$ cat src/rtl/neokeon_round_engine.sv
// Iterative Noekeon-128 encryption core, direct-key mode.
// One round per clock, 16 rounds plus an output transform, so a block takes 18 cycles from start to start.

// 32-bit rotate left by 8.
module neokeonRotl8 (
  input  logic [31:0] x,
  output logic [31:0] y
);
  assign y = {x[23:0], x[31:24]};
endmodule

// 32-bit rotate right by 8.
module neokeonRotr8 (
  input  logic [31:0] x,
  output logic [31:0] y
);
  assign y = {x[7:0], x[31:8]};
endmodule

// Theta: linear mixing layer with the working key folded in between the two halves.
module neokeonTheta (
  input  logic [127:0] a,
  input  logic [127:0] k,
  output logic [127:0] y
);
  logic [31:0] t0, t0l, t0r, t0x;
  logic [31:0] t1, t1l, t1r, t1x;
  logic [31:0] c0, c1, c2, c3;

  assign t0 = a[127:96] ^ a[63:32];
  neokeonRotl8 uRotlA (.x(t0), .y(t0l));
  neokeonRotr8 uRotrA (.x(t0), .y(t0r));
  assign t0x = t0 ^ t0l ^ t0r;

  assign c0 = a[127:96] ^ k[127:96];
  assign c1 = a[95:64] ^ t0x ^ k[95:64];
  assign c2 = a[63:32] ^ k[63:32];
  assign c3 = a[31:0] ^ t0x ^ k[31:0];

  assign t1 = c1 ^ c3;
  neokeonRotl8 uRotlB (.x(t1), .y(t1l));
  neokeonRotr8 uRotrB (.x(t1), .y(t1r));
  assign t1x = t1 ^ t1l ^ t1r;

  assign y = {c0 ^ t1x, c1, c2 ^ t1x, c3};
endmodule

module neokeon_round_engine #(
  parameter int         NUM_ROUNDS = 16,
  parameter logic [7:0] RC_INIT    = 8'h80
) (
  input  logic         inClk,
  input  logic         inRst,
  input  logic         inStart,
  input  logic [127:0] inDataBlock,
  input  logic [127:0] inKey,
  output logic [127:0] outDataBlock,
  output logic         outValid,
  output logic         outBusy
);
  localparam int CW = $clog2(NUM_ROUNDS) + 1;

  typedef enum logic [1:0] {IDLE, RUN, FINAL} fsm_t;

  fsm_t          curState, nextState;
  logic [127:0]  stateReg, keyReg;
  logic [CW-1:0] roundCnt;
  logic [7:0]    rc, rcNext;
  logic [127:0]  thetaIn, thetaOut, roundOut;
  logic [31:0]   g0, g1, g2, g3, gTmp;
  logic          lastRound;

  // Round constant injection is shared by RUN and FINAL, so one Theta serves both.
  assign thetaIn   = {stateReg[127:96] ^ {24'b0, rc}, stateReg[95:0]};
  assign rcNext    = {rc[6:0], 1'b0} ^ (rc[7] ? 8'h1B : 8'h00);
  assign lastRound = (roundCnt == CW'(NUM_ROUNDS - 1));

  neokeonTheta uTheta (.a(thetaIn), .k(keyReg), .y(thetaOut));

  // Pi1, Gamma, Pi2 on the Theta output to form the next round state.
  always_comb begin
    g0 = thetaOut[127:96];
    g1 = {thetaOut[94:64], thetaOut[95]};
    g2 = {thetaOut[58:32], thetaOut[63:59]};
    g3 = {thetaOut[29:0], thetaOut[31:30]};
    g1 = g1 ^ (~g3 & ~g2);
    g0 = g0 ^ (g2 & g1);
    gTmp = g0;
    g0 = g3;
    g3 = gTmp;
    g2 = g2 ^ g0 ^ g1 ^ g3;
    g1 = g1 ^ (~g3 & ~g2);
    g0 = g0 ^ (g2 & g1);
    roundOut = {g0, {g1[0], g1[31:1]}, {g2[4:0], g2[31:5]}, {g3[1:0], g3[31:2]}};
  end

  // FSM state register.
  always_ff @(posedge inClk or posedge inRst) begin
    if (inRst) curState <= IDLE;
    else       curState <= nextState;
  end

  // Next-state logic: start only from IDLE, FINAL always returns to IDLE.
  always_comb begin
    nextState = curState;
    case (curState)
      IDLE:    if (inStart) nextState = RUN;
      RUN:     if (lastRound) nextState = FINAL;
      FINAL:   nextState = IDLE;
      default: nextState = IDLE;
    endcase
  end

  // Datapath: latch on start, one round per RUN cycle, output transform in FINAL.
  always_ff @(posedge inClk or posedge inRst) begin
    if (inRst) begin
      stateReg     <= '0;
      keyReg       <= '0;
      roundCnt     <= '0;
      rc           <= RC_INIT;
      outDataBlock <= '0;
      outValid     <= 1'b0;
      outBusy      <= 1'b0;
    end else begin
      outValid <= 1'b0;
      case (curState)
        IDLE: begin
          if (inStart) begin
            stateReg <= inDataBlock;
            keyReg   <= inKey;
            roundCnt <= '0;
            rc       <= RC_INIT;
            outBusy  <= 1'b1;
          end
        end
        RUN: begin
          stateReg <= roundOut;
          roundCnt <= roundCnt + CW'(1);
          rc       <= rcNext;
        end
        FINAL: begin
          stateReg     <= thetaOut;
          outDataBlock <= thetaOut;
          outValid     <= 1'b1;
          outBusy      <= 1'b0;
        end
        default: ;
      endcase
    end
  end
endmodule

$ cat config.mk
export PLATFORM = sky130hd
export DESIGN_NAME = neokeon_round_engine
export DESIGN_NICKNAME = d
export VERILOG_FILES = /design/src/rtl/neokeon_round_engine.sv
export SDC_FILE = /design/constraint.sdc
export NUM_CORES = 1
export LEC_CHECK = 0
export BUFFER_PORTS_ARGS = -buffer_cell sky130_fd_sc_hd__buf_2
export CORE_MARGIN = 3
export CORE_UTILIZATION = 45
export CTS_CLUSTER_DIAMETER = 100
export DETAILED_ROUTE_END_ITERATION = 7
export PLACE_DENSITY = 0.75
export SYNTH_ARGS = -nofsm -noshare
export SYNTH_HDL_FRONTEND = slang
export SYNTH_SLANG_ARGS = --single-unit
$ cat constraint.sdc
create_clock -name inClk -period 36.7 [get_ports inClk]
set_input_delay 7.34 -clock inClk [delete_from_list [all_inputs] [get_ports inClk]]
set_output_delay 7.34 -clock inClk [all_outputs]
set_load 0.02 [all_outputs]
==> impl_metrics.tcl, run 1 <==
set metrics [dict create \
    status "complete, no violations" \
    die_area_um2 61050 \
    drt-total-wl_um 90940 \
    yosys.area.top_type_share_pct 38.27 \
    post-route-period-util_pct 25.94 \
    first_pass_iters 6 \
    drcViolationCount 0 \
    grt_max_degree 166 \
    num_io_pins 389 \
    cts.clk_slew.worst_paths_ps 60 \
    drtIter0Drc 2151 \
    drive_above_1_share_pct 27.03 \
    gp_congestion 0.9600 \
    track_usage_pct 29.31 \
    drtAntennaViolNets 0 \
    grt_use_met3_pct 5.975 \
    grt_overflow_total 0 \
    ys_types 59 \
    syn_area_per_cell_um2 10.37 \
    core_um2 56930 \
    grt.busiest_layer "met2" \
    fp.dieH_um 247.1 \
    clockBufferDepth 3 \
    synth_warnings 0 \
    synth.area.top_cells "dfrtp_1 38%, xnor2_1 12%, mux2_2 6.6%, xnor3_1 4.1%, xor2_1 3.9%" \
    min_period_ps 9519 \
    hpwlAfterDp_um 66970 \
    synth.ff_latch_count 401 \
    numCtsBuffers 48 \
    setup_tns_ps 0 \
    antenna_found_initial 16 \
    clk_latency_ps 610 \
    vias 20740 \
    htreeDepth 2 \
    grt_pass1_vias 20380 \
    finalSetupViolations 0 \
    via_per_inst 5.653 \
    routedWlPerCell_um 24.79 \
    crit_type "in2reg" \
    start_kind "input port" \
    cp-end-kind "flop" \
    synth_top_cell_by_area "dfrtp_1" \
    syn_inst 2523 \
    start_util_pct 45.94 \
    met2_usage_pct 46.17 \
    cts_tree "done" \
    root_buffer "clkbuf_16" \
    rsz0062_at_grt "false" \
    cts_hold_buf 0 \
    synthTopCellsByCount "400 x dfrtp_1, 365 x xnor2_1, 239 x nor2_1" \
    use_met1_pct 37.66 \
    path_max_fanout 45 \
    worst_pin_slew_ps 1401 \
    die_w_um 247.1 \
    clock_sinks 401 \
    slew_viol_final 0 \
    ys.flop_type "dfrtp_1" \
    grt_pass1_wl_um 131400 \
    layout.nets 3156 \
    io_buffers 388 \
    synth_nets 2817 \
    skew_ps 30.63 \
    cts_setup_buffers 0 \
    async_reset_ff_share_pct 100.0 \
    cp.required_ps 37220 \
    synth_edf_count 0 \
    yosysMostFrequentCell "dfrtp_1" \
    ys_seq_area_share_pct 38.37 \
    syn2layout_area_growth_pct 16.83 \
    fp-row-count 87 \
    slew_headroom_pct 5.906 \
    hp-class "reg2reg" \
    fmax_mhz 105.0 \
    cts_resized 0 \
    maxCapViolCount 0 \
    cp.arrival_ps 10040 \
    syn_area_um2 26150 \
    hold_viol 0 \
]
[cells by family (layout without fill, tap and decap cells)]
family / count (synthesis) / after routing / share of synthesized area (%)
adder cells (fa/ha/maj): 35 / 35 / 1.674
flip-flops: 401 / 401 / 38.37
AO/OA/AOI/OAI: 540 / 540 / 12.14
buffers and inverters: 218 / 596 / 3.143
AND/OR/NAND/NOR: 511 / 511 / 8.382
multiplexers: 167 / 167 / 7.128
other: 0 / 12 / 0
XOR/XNOR: 651 / 651 / 29.16
[registers in the layout, summed over array words and instances (netlist names)]
register / flops
keyReg: 128
outDataBlock: 128
roundCnt: 5
rc: 8
stateReg: 128
curState: 2
outBusy: 1
outValid: 1
[through the flow]
step | util, % | std cells | setup WS [ps] | hold slack [ps] | cell area, um^2
floorplan | - | 2523 | 18210 | 470.4 | 26150
global placement | 50.66 | 3568 | 26680 | 458.1 | 28840
detailed placement | 50.66 | 3568 | 26660 | 467.4 | 28840
CTS | 53.62 | 3657 | 27280 | 482.8 | 30530
global route | 53.65 | 3664 | 27020 | 496.9 | 30540
finish | 53.67 | 3669 | 27180 | 484.2 | 30560
[area by class of cell]
cell class | count | area, um^2
Antenna cell | 12 | 30.03
Clock buffer | 59 | 1294
Clock inverter | 30 | 391.6
Fill cell | 5025 | 26370
Inverter | 95 | 364.1
Multi-Input combinational cell | 1904 | 15360
Sequential cell | 401 | 10040
Tap cell | 756 | 945.9
Timing Repair Buffer | 412 | 2135
[metal layers]
| metal | wire [um] | share of wire (%) |
|---|---|---|
| met5 | 75 | 0.082 |
| met4 | 5781 | 6.4 |
| met3 | 8391 | 9.2 |
| met2 | 41720 | 46 |
| met1 | 34980 | 38 |
[worst paths after layout]
path,startpoint,to,slack [ps],depth (start not counted)
setup / recovery,inStart,stateReg[88],27180,9
hold / removal,outDataBlock[86],outDataBlock[86],480,1
setup reg to reg,stateReg[44],stateReg[102],32400,10
hold reg to reg,outDataBlock[86],outDataBlock[86],480,1
max in group asynchronous,inRst,stateReg[56],28240,3
min in group asynchronous,inRst,outDataBlock[32],6860,2
[worst max-delay path: stages]
cell and delay (ps):
buf_2 230, nand2b_1 310, nand2b_4 380, nor2_4 620, buf_4 600, o21ai_0 180, a21oi_1 150, o21ai_0 90
o21ai_0 80
[placed cells by master, fill, tap and decap left out, types with 9 or more instances in the layout]
cell,netlist,final
nand2b_1,16,15
a211oi_1,17,17
clkinv_2,0,11
xor2_2,19,19
diode_2,0,12
dfrtp_1,400,400
xnor3_1,48,48
and3_1,25,25
mux2i_1,13,13
clkbuf_16,0,49
xnor2_4,9,9
buf_4,0,23
ha_1,35,32
inv_2,10,10
o21ai_1,28,28
a21oi_1,183,183
or3_1,18,18
o21ai_0,170,170
a21o_1,11,11
nor2_1,239,236
o221ai_1,33,33
xor2_1,117,117
xor3_1,16,16
o22ai_1,28,28
nand2_1,134,133
a31oi_1,10,10
inv_1,83,82
mux2_2,154,154
xnor2_2,61,61
nor2b_1,10,10
a221oi_1,22,22
buf_2,3,388
nor3_1,52,52
xnor2_1,365,365
Power of run 1 is not shown: default switching activity piles up to over one toggle a cycle in this logic, so the estimate is an artifact.
==> inputs of run 2 (changes only) <==
--- a/config.mk
+++ b/config.mk
@@ -10,7 +10,7 @@
 export CORE_UTILIZATION = 45
 export CTS_CLUSTER_DIAMETER = 100
 export DETAILED_ROUTE_END_ITERATION = 7
-export PLACE_DENSITY = 0.75
+export PLACE_DENSITY = 0.78
 export SYNTH_ARGS = -nofsm -noshare
 export SYNTH_HDL_FRONTEND = slang
 export SYNTH_SLANG_ARGS = --single-unit
==> constraint.sdc (replaced) <==
create_clock -name inClk -period 8 [get_ports inClk]
set_input_delay 1.6 -clock inClk [delete_from_list [all_inputs] [get_ports inClk]]
set_output_delay 1.6 -clock inClk [all_outputs]
set_load 0.02 [all_outputs]
==> run 2 against run 1 <==
Effect of this change:
- flip-flop and latch count is the same
- register-to-register slack lost 28000 ps
- core utilization is essentially flat
- sequential share of layout area is essentially flat
- wire length grew 0.43%
- cell count shrank 0.19%
- critical path type is now reg2reg
- critical endpoint is now stateReg[115]
- highest routed layer unchanged
==> impl_metrics.tcl, run 2 (synthesis results as in run 1) <==
set metrics [dict create \
    grt_pass1_wl_um 132900 \
    skew_ps 22.42 \
    cts.clk_slew.worst_paths_ps 60 \
    final_cell_mix "400 x dfrtp_1, 388 x buf_2, 365 x xnor2_1, 236 x nor2_1, 183 x a21oi_1" \
    track_usage_pct 29.51 \
    root_buffer "clkbuf_16" \
    drcViolationCount 0 \
    io_buffers 388 \
    fmax_mhz 250.8 \
    htreeDepth 2 \
    maxCapViolCount 0 \
    min_period_ps 3987 \
    cp.required_ps 8430 \
    vias 21020 \
    drtAntennaViolNets 0 \
    cp-end-kind "flop" \
    drt-total-wl_um 91340 \
    syn2layout_area_growth_pct 16.80 \
    reg_top3 "keyReg: 128 flops, outDataBlock: 128 flops, stateReg: 128 flops" \
    grt_pass1_vias 20320 \
    cts_resized 0 \
    slew_headroom_pct 27.26 \
    first_pass_iters 8 \
    fp.dieH_um 247.1 \
    slew_viol_final 0 \
    core_um2 56930 \
    setup_tns_ps 0 \
    layout.nets 3155 \
    hp-class "reg2reg" \
    drive_above_1_share_pct 26.90 \
    final_common_cell "dfrtp_1" \
    num_io_pins 389 \
    die_w_um 247.1 \
    post-route-period-util_pct 49.84 \
    drtIter0Drc 2341 \
    fp-row-count 87 \
    grt_max_degree 173 \
    cp.arrival_ps 4420 \
    hold_viol 0 \
    clock_sinks 401 \
    numCtsBuffers 46 \
    crit_type "reg2reg" \
    worst_pin_slew_ps 1091 \
    clk_latency_ps 590 \
    gp_congestion 0.9321 \
    start_kind "flop" \
    antenna_found_initial 19 \
    via_per_inst 5.741 \
    rsz0062_at_grt "false" \
    start_util_pct 45.94 \
    routedWlPerCell_um 24.94 \
    path_max_fanout 6 \
    hpwlAfterDp_um 67330 \
    cts_tree "done" \
    die_area_um2 61050 \
    cts_setup_buffers 0 \
    grt_overflow_total 0 \
    status "complete, no violations" \
    finalSetupViolations 0 \
    clockBufferDepth 3 \
    cts_hold_buf 0 \
]
## run 2: cell count changes in the layout (fill, tap and decap cells not counted), moves of 2 or more
cell       delta
clkbuf_8      +9
clkinv_2      -7
inv_6         -5
buf_12        +2
bufinv_16     -2
diode_2       -2
inv_8         -2
## run 2: final timing paths
kind	startpoint	endpoint	slack (ps)	depth (start not counted)
max	keyReg[86]	stateReg[115]	4010	14
min	outDataBlock[86]	outDataBlock[86]	490	1
max reg2reg	keyReg[86]	stateReg[115]	4010	14
min reg2reg	outDataBlock[86]	outDataBlock[86]	490	1
max in group asynchronous	inRst	outDataBlock[24]	5290	3
min in group asynchronous	inRst	outDataBlock[39]	1210	2
## run 2: area by class of cell
type                    instances  area, um^2
clock inverters                14       234.0
multi-input cells            1904       15360
inverters                      95       360.3
repair buffers                413        2167
clock buffers                  69        1421
diodes                         10       25.02
fillers                      5013       26380
well taps                     756       945.9
flip-flops and latches        401       10040
## run 2: per-layer routing
| metal | vias up | GRT usage [%] | part of all wire (%) | wire [um] |
|---|---|---|---|---|
| li1 | 9311 | - | - | - |
| met1 | 10340 | 38.73 | 39 | 35510 |
| met2 | 1134 | 46.62 | 46 | 41960 |
| met3 | 225 | 7.027 | 10 | 9359 |
| met4 | 14 | 12.79 | 4.8 | 4429 |
| met5 | - | 0 | 0.093 | 85 |
## run 2: per-stage QoR
stage | area [um^2] | hold slack (ps) | setup WS, ps | instances | util, %
after floorplan | 26160 | 470.4 | 1001 | 2523 | -
after global placement | 28870 | 457.7 | 3917 | 3569 | 50.71
after detailed placement | 28870 | 465.7 | 3810 | 3569 | 50.71
after CTS | 30520 | 492.0 | 4115 | 3652 | 53.61
after global routing | 30540 | 508.0 | 3824 | 3658 | 53.64
final | 30550 | 489.3 | 4013 | 3662 | 53.66
## run 2: critical path, cell delays in order, from the launching register on
cell and delay, ps:
dfrtp_1 410, xnor2_1 180, xnor2_1 630, xnor3_1 560, xor2_1 450, inv_2 130
ha_1 330, inv_1 60, xnor2_1 180, xnor2_1 100, xnor2_1 300, xnor2_1 110
nor2_1 120, xor2_1 160, o221ai_1 110
Power of run 2 is left out for the same reason.
